[src/rtl/seq_pkg.sv]
// Shared types and defaults for the bit serializer front end.
// The top honours SER_PARITY_EN, which appends an even-parity bit to each frame.
package seq_pkg;

  typedef enum logic [1:0] {
    ST_IDLE   = 2'd0,
    ST_SHIFT  = 2'd1,
    ST_PARITY = 2'd2
  } ser_state_e;

  localparam int SER_WIDTH_DEF = 8;
  localparam int CNT_W         = $clog2(SER_WIDTH_DEF);

endpackage

[src/rtl/seq_ser_shiftreg.sv]
// Loadable MSB-first shift register with a down-counter.
// cnt_zero marks the cycle in which the frame's last data bit is on the line.
module seq_ser_shiftreg
  import seq_pkg::*;
#(
  parameter int WIDTH = SER_WIDTH_DEF
) (
  input  logic             clk,
  input  logic             reset,
  input  logic             load,
  input  logic             shift,
  input  logic [WIDTH-1:0] load_data,
  output logic             sr_msb,
  output logic             cnt_zero,
  output logic             cnt_one
);

  localparam int CW = $clog2(WIDTH);

  logic [WIDTH-1:0] sr_q, sr_d;
  logic [CW-1:0]    cnt_q, cnt_d;

  always_comb begin
    sr_d  = sr_q;
    cnt_d = cnt_q;
    if (load) begin
      sr_d  = load_data;
      cnt_d = CW'(WIDTH - 1);
    end else if (shift) begin
      sr_d  = {sr_q[WIDTH-2:0], 1'b0};
      cnt_d = cnt_q - CW'(1);
    end
  end

  always_ff @(posedge clk) begin
    if (reset) begin
      sr_q  <= '0;
      cnt_q <= '0;
    end else begin
      sr_q  <= sr_d;
      cnt_q <= cnt_d;
    end
  end

  assign sr_msb   = sr_q[WIDTH-1];
  assign cnt_zero = (cnt_q == '0);
  assign cnt_one  = (cnt_q == CW'(1));

endmodule

[src/rtl/seq_bit_serializer.sv]
// Parallel-to-serial front end: valid/ready words out MSB-first on x_out, zero-gap streaming.
// Define SER_PARITY_EN to append one even-parity bit to every frame.
//
// state     | meaning
// ST_IDLE   | no frame in flight, x_out at IDLE_LEVEL, ready for a word
// ST_SHIFT  | data bits on x_out; the x_out MSB is loaded at accept, the rest comes from sr
// ST_PARITY | parity bit on x_out (SER_PARITY_EN only)
module seq_bit_serializer
  import seq_pkg::*;
#(
  parameter int   WIDTH      = SER_WIDTH_DEF,
  parameter logic IDLE_LEVEL = 1'b1
) (
  input  logic             clk,
  input  logic             reset,
  input  logic [WIDTH-1:0] in_data,
  input  logic             in_valid,
  output logic             in_ready,
  output logic             x_out,
  output logic             bit_valid,
  output logic             last_bit,
  output logic             busy
);

  ser_state_e state_q, state_d;
  logic       x_out_q, x_out_d;
  logic       bit_valid_q, bit_valid_d;
  logic       last_bit_q, last_bit_d;
  logic       sr_msb, cnt_zero, cnt_one;
  logic       accept, shift_en;
`ifdef SER_PARITY_EN
  logic       parity_q, parity_d;
`endif

  seq_ser_shiftreg #(.WIDTH(WIDTH)) u_shiftreg (
    .clk       (clk),
    .reset     (reset),
    .load      (accept),
    .shift     (shift_en),
    .load_data ({in_data[WIDTH-2:0], 1'b0}),
    .sr_msb    (sr_msb),
    .cnt_zero  (cnt_zero),
    .cnt_one   (cnt_one)
  );

`ifdef SER_PARITY_EN
  assign in_ready = (state_q == ST_IDLE) || (state_q == ST_PARITY);
`else
  assign in_ready = (state_q == ST_IDLE) || ((state_q == ST_SHIFT) && cnt_zero);
`endif
  assign accept   = in_valid && in_ready;
  assign shift_en = (state_q == ST_SHIFT) && !cnt_zero;

  always_comb begin
    state_d     = ST_IDLE;
    x_out_d     = IDLE_LEVEL;
    bit_valid_d = 1'b0;
    last_bit_d  = 1'b0;
`ifdef SER_PARITY_EN
    parity_d    = parity_q;
`endif
    case (state_q)
      ST_SHIFT: begin
        if (!cnt_zero) begin
          state_d     = ST_SHIFT;
          x_out_d     = sr_msb;
          bit_valid_d = 1'b1;
`ifdef SER_PARITY_EN
          last_bit_d  = 1'b0;
`else
          last_bit_d  = cnt_one;
`endif
        end
`ifdef SER_PARITY_EN
        else begin
          state_d     = ST_PARITY;
          x_out_d     = parity_q;
          bit_valid_d = 1'b1;
          last_bit_d  = 1'b1;
        end
`endif
      end
      default: ;
    endcase
    // A new word can only arrive in IDLE or the frame's final cycle, so it overrides all of the above.
    if (accept) begin
      state_d     = ST_SHIFT;
      x_out_d     = in_data[WIDTH-1];
      bit_valid_d = 1'b1;
      last_bit_d  = 1'b0;
`ifdef SER_PARITY_EN
      parity_d    = ^in_data;
`endif
    end
  end

  always_ff @(posedge clk) begin
    if (reset) begin
      state_q     <= ST_IDLE;
      x_out_q     <= IDLE_LEVEL;
      bit_valid_q <= 1'b0;
      last_bit_q  <= 1'b0;
`ifdef SER_PARITY_EN
      parity_q    <= 1'b0;
`endif
    end else begin
      state_q     <= state_d;
      x_out_q     <= x_out_d;
      bit_valid_q <= bit_valid_d;
      last_bit_q  <= last_bit_d;
`ifdef SER_PARITY_EN
      parity_q    <= parity_d;
`endif
    end
  end

  assign x_out     = x_out_q;
  assign bit_valid = bit_valid_q;
  assign last_bit  = last_bit_q;
  assign busy      = (state_q != ST_IDLE);

endmodule

[config.mk]
export PLATFORM = sky130hd
export DESIGN_NAME = seq_bit_serializer
export DESIGN_NICKNAME = d
export VERILOG_FILES = /design/src/rtl/seq_pkg.sv /design/src/rtl/seq_ser_shiftreg.sv /design/src/rtl/seq_bit_serializer.sv
export SDC_FILE = /design/constraint.sdc
export NUM_CORES = 1
export LEC_CHECK = 0
export CAP_MARGIN = 20
export CORE_UTILIZATION = 40
export DETAILED_ROUTE_END_ITERATION = 10
export PLACE_DENSITY_LB_ADDON = 0.2
export SLEW_MARGIN = 40
export SYNTH_ARGS = -nofsm -noshare
export SYNTH_HDL_FRONTEND = slang
export SYNTH_HIERARCHICAL = 1
export SYNTH_SLANG_ARGS = --single-unit
[constraint.sdc]
create_clock -name clk -period 3.1 [get_ports clk]
set_input_delay 0.775 -clock clk [delete_from_list [all_inputs] [get_ports clk]]
set_output_delay 0.775 -clock clk [all_outputs]
set_load 0.03 [all_outputs]
==> run_summary.xml, run 1 <==
<?xml version="1.0" encoding="UTF-8"?>
<metrics>
  <group name="clocking">
    <metric name="cts-root-buf" unit="">sky130_fd_sc_hd__clkbuf_4</metric>
    <metric name="ctsLongestPathBuffers" unit="">2</metric>
    <metric name="clk_latency" unit="ns">0.27</metric>
    <metric name="post_cts_buffers" unit="">0</metric>
    <metric name="clock_buffer_count_from_cts" unit="">3</metric>
    <metric name="cts.sink_count" unit="">14</metric>
    <metric name="cts_tree" unit="">built</metric>
    <metric name="htreeDepth" unit="">1</metric>
    <metric name="cts.repair.resized" unit="">0</metric>
    <metric name="clk_pin_slew" unit="ns">0.08</metric>
    <metric name="postCtsHoldBufs" unit="">0</metric>
  </group>
  <group name="pwr">
    <metric name="peakVddDrop" unit="V">0.000214</metric>
    <metric name="powerDensity" unit="mW/mm^2">483</metric>
    <metric name="p_total" unit="uW">411</metric>
    <metric name="total_leakage_power" unit="nW">0.324</metric>
  </group>
  <group name="worst_setup_path">
    <metric name="worst-path-max-fanout" unit="">4</metric>
    <metric name="regToRegStartpoint" unit="">u_shiftreg/cnt_q[0]</metric>
    <metric name="type_of_origin_of_the_critical_path" unit="">register</metric>
    <metric name="ff2ff_setup_slack" unit="ns">1.27</metric>
    <metric name="timing.critical_path.required" unit="ns">2.32</metric>
    <metric name="critical_path_data_arrival_time" unit="ns">1.84</metric>
    <metric name="type_of_destination_of_the_critical_path" unit="">primary output</metric>
    <metric name="worst_r2r_path_depth" unit="">8</metric>
    <metric name="crit-reg2reg-capture" unit="">u_shiftreg/sr_q[0]</metric>
    <metric name="worstSetupPathType" unit="">reg -&gt; out</metric>
  </group>
  <group name="timing">
    <metric name="min_period" unit="ns">2.62</metric>
    <metric name="final_sum_of_negative_setup_slack" unit="ns">0</metric>
    <metric name="maxSlewHeadroom" unit="%">65.8</metric>
    <metric name="final.hold.worst_slack" unit="ns">0.502</metric>
    <metric name="max_clock_freq" unit="MHz">382</metric>
    <metric name="skew" unit="ns">0.00232</metric>
    <metric name="finalMaxSlewViolations" unit="">0</metric>
    <metric name="worst_pin_slew" unit="ns">0.512</metric>
    <metric name="hold_fails_final_rpt" unit="">0</metric>
    <metric name="post-route-period-util" unit="%">84.4</metric>
    <metric name="unrepaired_setup_endpoints_after_global_routing" unit="">no</metric>
    <metric name="finalSetupViolCount" unit="">0</metric>
    <metric name="post-route-worst-setup-slack" unit="ns">0.484</metric>
  </group>
  <group name="placed_design">
    <metric name="postPlaceCellArea" unit="um^2">828</metric>
    <metric name="globalplace.congestion" unit="">0.682</metric>
    <metric name="place.detailed.hpwl" unit="um">738</metric>
    <metric name="minimum_setup_slack_after_placement" unit="ns">0.770</metric>
    <metric name="dp.cells" unit="">96</metric>
    <metric name="io_buffer_count" unit="">15</metric>
  </group>
  <group name="synth">
    <metric name="ys_warn_count" unit="">6</metric>
    <metric name="synth_area" unit="um^2">678</metric>
    <metric name="average_footprint_of_a_synthesized_cell" unit="um^2">9.97</metric>
    <metric name="ys_types" unit="">27</metric>
    <metric name="synth_cells" unit="">68</metric>
    <metric name="net_count_after_synthesis" unit="">82</metric>
    <metric name="synthDominantAreaCellType" unit="">sky130_fd_sc_hd__dfxtp_1</metric>
    <metric name="synth_top_area_share" unit="%">41.3</metric>
    <metric name="seq_area_frac_synth" unit="%">41.3</metric>
    <metric name="synth.ff_latch_count" unit="">14</metric>
    <metric name="synth_top_cells_by_area" unit="">sky130_fd_sc_hd__dfxtp_1 41%, sky130_fd_sc_hd__mux2i_1 10%, sky130_fd_sc_hd__a211oi_1 8.9%</metric>
  </group>
  <group name="route">
    <metric name="ant_nets" unit="">0</metric>
    <metric name="dr.first_iter.drc_count" unit="">9</metric>
    <metric name="via_count" unit="">499</metric>
    <metric name="drc_errors" unit="">0</metric>
    <metric name="drt_pass1_iterations" unit="">3</metric>
    <metric name="avgViaCountPerCell" unit="">5.04</metric>
    <metric name="routed_wire_length_per_instance" unit="um">10.8</metric>
    <metric name="routed_wirelength" unit="um">1070</metric>
  </group>
  <group name="global_routing">
    <metric name="global_route.usage.total" unit="%">12.5</metric>
    <metric name="antenna_found_initial" unit="">0</metric>
    <metric name="grt_first_pass_wirelength" unit="um">1730</metric>
    <metric name="first_global_vias" unit="">411</metric>
    <metric name="global_route.overflow_total" unit="">0</metric>
    <metric name="grt_max_degree" unit="">16</metric>
  </group>
  <group name="finish">
    <metric name="area.growth.synth_to_final" unit="%">25.5</metric>
    <metric name="postLayoutCellArea" unit="um^2">851</metric>
    <metric name="drive_gt1_share" unit="%">10.8</metric>
    <metric name="finish.cell_count_without_fillers" unit="">99</metric>
    <metric name="diodes" unit="">0</metric>
    <metric name="final_common_cell" unit="">sky130_fd_sc_hd__clkdlybuf4s50_1</metric>
    <metric name="post_route_utilization" unit="%">55.2</metric>
    <metric name="fillCellCount" unit="">139</metric>
    <metric name="finish.net_count" unit="">99</metric>
    <metric name="top_library_cells_by_usage_in_the_layout_fill_and_taps_aside" unit="">15 x sky130_fd_sc_hd__clkdlybuf4s50_1, 14 x sky130_fd_sc_hd__dfxtp_1, 9 x sky130_fd_sc_hd__nor2b_1</metric>
  </group>
  <group name="floorplan">
    <metric name="core_area" unit="mm^2">0.00154</metric>
    <metric name="die_height" unit="um">43.2</metric>
    <metric name="row_count" unit="">14</metric>
    <metric name="number_of_top_level_design_ports" unit="">16</metric>
    <metric name="die_area" unit="mm^2">0.00186</metric>
    <metric name="effective_utilization_at_floorplan" unit="%">44.0</metric>
    <metric name="fp.dieW" unit="um">43.2</metric>
  </group>
  <group name="worst_hold_path">
    <metric name="hold_class" unit="">reg -&gt; reg</metric>
    <metric name="hold-path-endpoint" unit="">u_shiftreg/cnt_q[1]</metric>
    <metric name="hold_path_depth" unit="">2</metric>
    <metric name="hold_path_startpoint" unit="">u_shiftreg/cnt_q[1]</metric>
  </group>
  <group name="flow_run">
    <metric name="maxCapViolations" unit="">0</metric>
  </group>
  <group name="status">
    <metric name="run_status" unit="">complete, no violations</metric>
  </group>
</metrics>
cell usage after synthesis:
library cell                n
sky130_fd_sc_hd__dfxtp_1   14
sky130_fd_sc_hd__nor2b_1    9
sky130_fd_sc_hd__a211oi_1   8
sky130_fd_sc_hd__mux2i_1    7
sky130_fd_sc_hd__ha_1       3
sky130_fd_sc_hd__nor2_1     3
sky130_fd_sc_hd__a21oi_1    2
sky130_fd_sc_hd__inv_1      2
sky130_fd_sc_hd__inv_2      2
sky130_fd_sc_hd__a31oi_1    1
sky130_fd_sc_hd__and2_1     1
sky130_fd_sc_hd__and4b_1    1
sky130_fd_sc_hd__buf_2      1
sky130_fd_sc_hd__buf_4      1
sky130_fd_sc_hd__buf_6      1
sky130_fd_sc_hd__clkbuf_1   1
sky130_fd_sc_hd__conb_1     1
sky130_fd_sc_hd__nand2_1    1
sky130_fd_sc_hd__nand2b_2   1
sky130_fd_sc_hd__nor2b_4    1
sky130_fd_sc_hd__nor3_1     1
sky130_fd_sc_hd__nor3b_1    1
sky130_fd_sc_hd__nor3b_2    1
sky130_fd_sc_hd__o21bai_1   1
sky130_fd_sc_hd__or2b_1     1
sky130_fd_sc_hd__or3b_1     1
sky130_fd_sc_hd__xnor2_1    1
per-layer routing:
metal | share of wire [%] | wire length [um] | up-vias | GRT usage (%)
met5 | 0 | 0 | - | 0
met3 | 5.1 | 55 | 2 | 2.98
met4 | 0.56 | 6 | 0 | 7.27
met2 | 45 | 477 | 12 | 17.6
met1 | 50 | 529 | 222 | 17.2
li1 | - | - | 263 | -
power by group:
part | internal, mW | switching (mW) | leakage (nW) | total, mW
sequential | 0.198 | 0.00994 | 0.116 | 0.207
combinational | 0.0529 | 0.0492 | 0.194 | 0.102
clock | 0.0449 | 0.0565 | 0.0138 | 0.101
cells by family after synthesis:
family | Yosys count | share of synthesized area, %
AND/OR/NAND/NOR | 22 | 22.3
flip-flops | 14 | 41.3
AO/OA/AOI/OAI | 12 | 12.4
buffers and inverters | 8 | 6.27
multiplexers | 7 | 10.3
adder cells (fa/ha/maj) | 3 | 5.54
other | 1 | 0.553
XOR/XNOR | 1 | 1.29
layout make-up:
type / count / area, um^2 / area share [%]
tap: 16 / 20.0 / 2.35
inverter: 4 / 15.0 / 1.76
clock buffer: 3 / 22.5 / 2.65
multi-input combinational: 46 / 355 / 41.8
timing repair buffer: 16 / 158 / 18.5
sequential: 14 / 280 / 32.9
how the worst max path moves through the flow:
stage,start,to,slack (ns),cells after the start
final,u_shiftreg/cnt_q[1],in_ready,0.48,6
after global routing,u_shiftreg/cnt_q[1],in_ready,0.39,6
after CTS,u_shiftreg/cnt_q[1],in_ready,0.46,6
after detailed placement,u_shiftreg/cnt_q[1],in_ready,0.77,6
after global placement,u_shiftreg/cnt_q[0],in_ready,0.81,6
after floorplan,u_shiftreg/cnt_q[0],in_ready,1.32,5
flip-flops by register name, summed over array words and instances, names as in the netlist:
signal and count:
u_shiftreg/sr_q 8, u_shiftreg/cnt_q 3, last_bit 1, state_q 1, x_out 1
critical path: stages (launching register included):
cell and delay [ns]:
sky130_fd_sc_hd__dfxtp_1 0.33, sky130_fd_sc_hd__inv_1 0.09, sky130_fd_sc_hd__ha_1 0.14, sky130_fd_sc_hd__nor2b_1 0.21, sky130_fd_sc_hd__nor2b_4 0.06, sky130_fd_sc_hd__inv_2 0.07, sky130_fd_sc_hd__clkdlybuf4s50_1 0.66
No activity file was read; power rests on OpenSTA's default activity.
==> run 2: changes to the inputs <==
==> constraint.sdc (replaced) <==
create_clock -name clk -period 2.6 [get_ports clk]
set_input_delay 0.65 -clock clk [delete_from_list [all_inputs] [get_ports clk]]
set_output_delay 0.65 -clock clk [all_outputs]
set_load 0.03 [all_outputs]
==> results of run 2 <==
Same layout as run 1 (identical final DEF). Status: complete, no violations.
Among the figures that moved: setup slack after placement 0.770 ns -> 0.395 ns; setup slack after layout 0.484 ns -> 0.109 ns; register-to-register setup slack 1.27 ns -> 0.77 ns; total power 0.411 mW -> 0.490 mW; worst IR drop on VDD 0.000214 V -> 0.000255 V
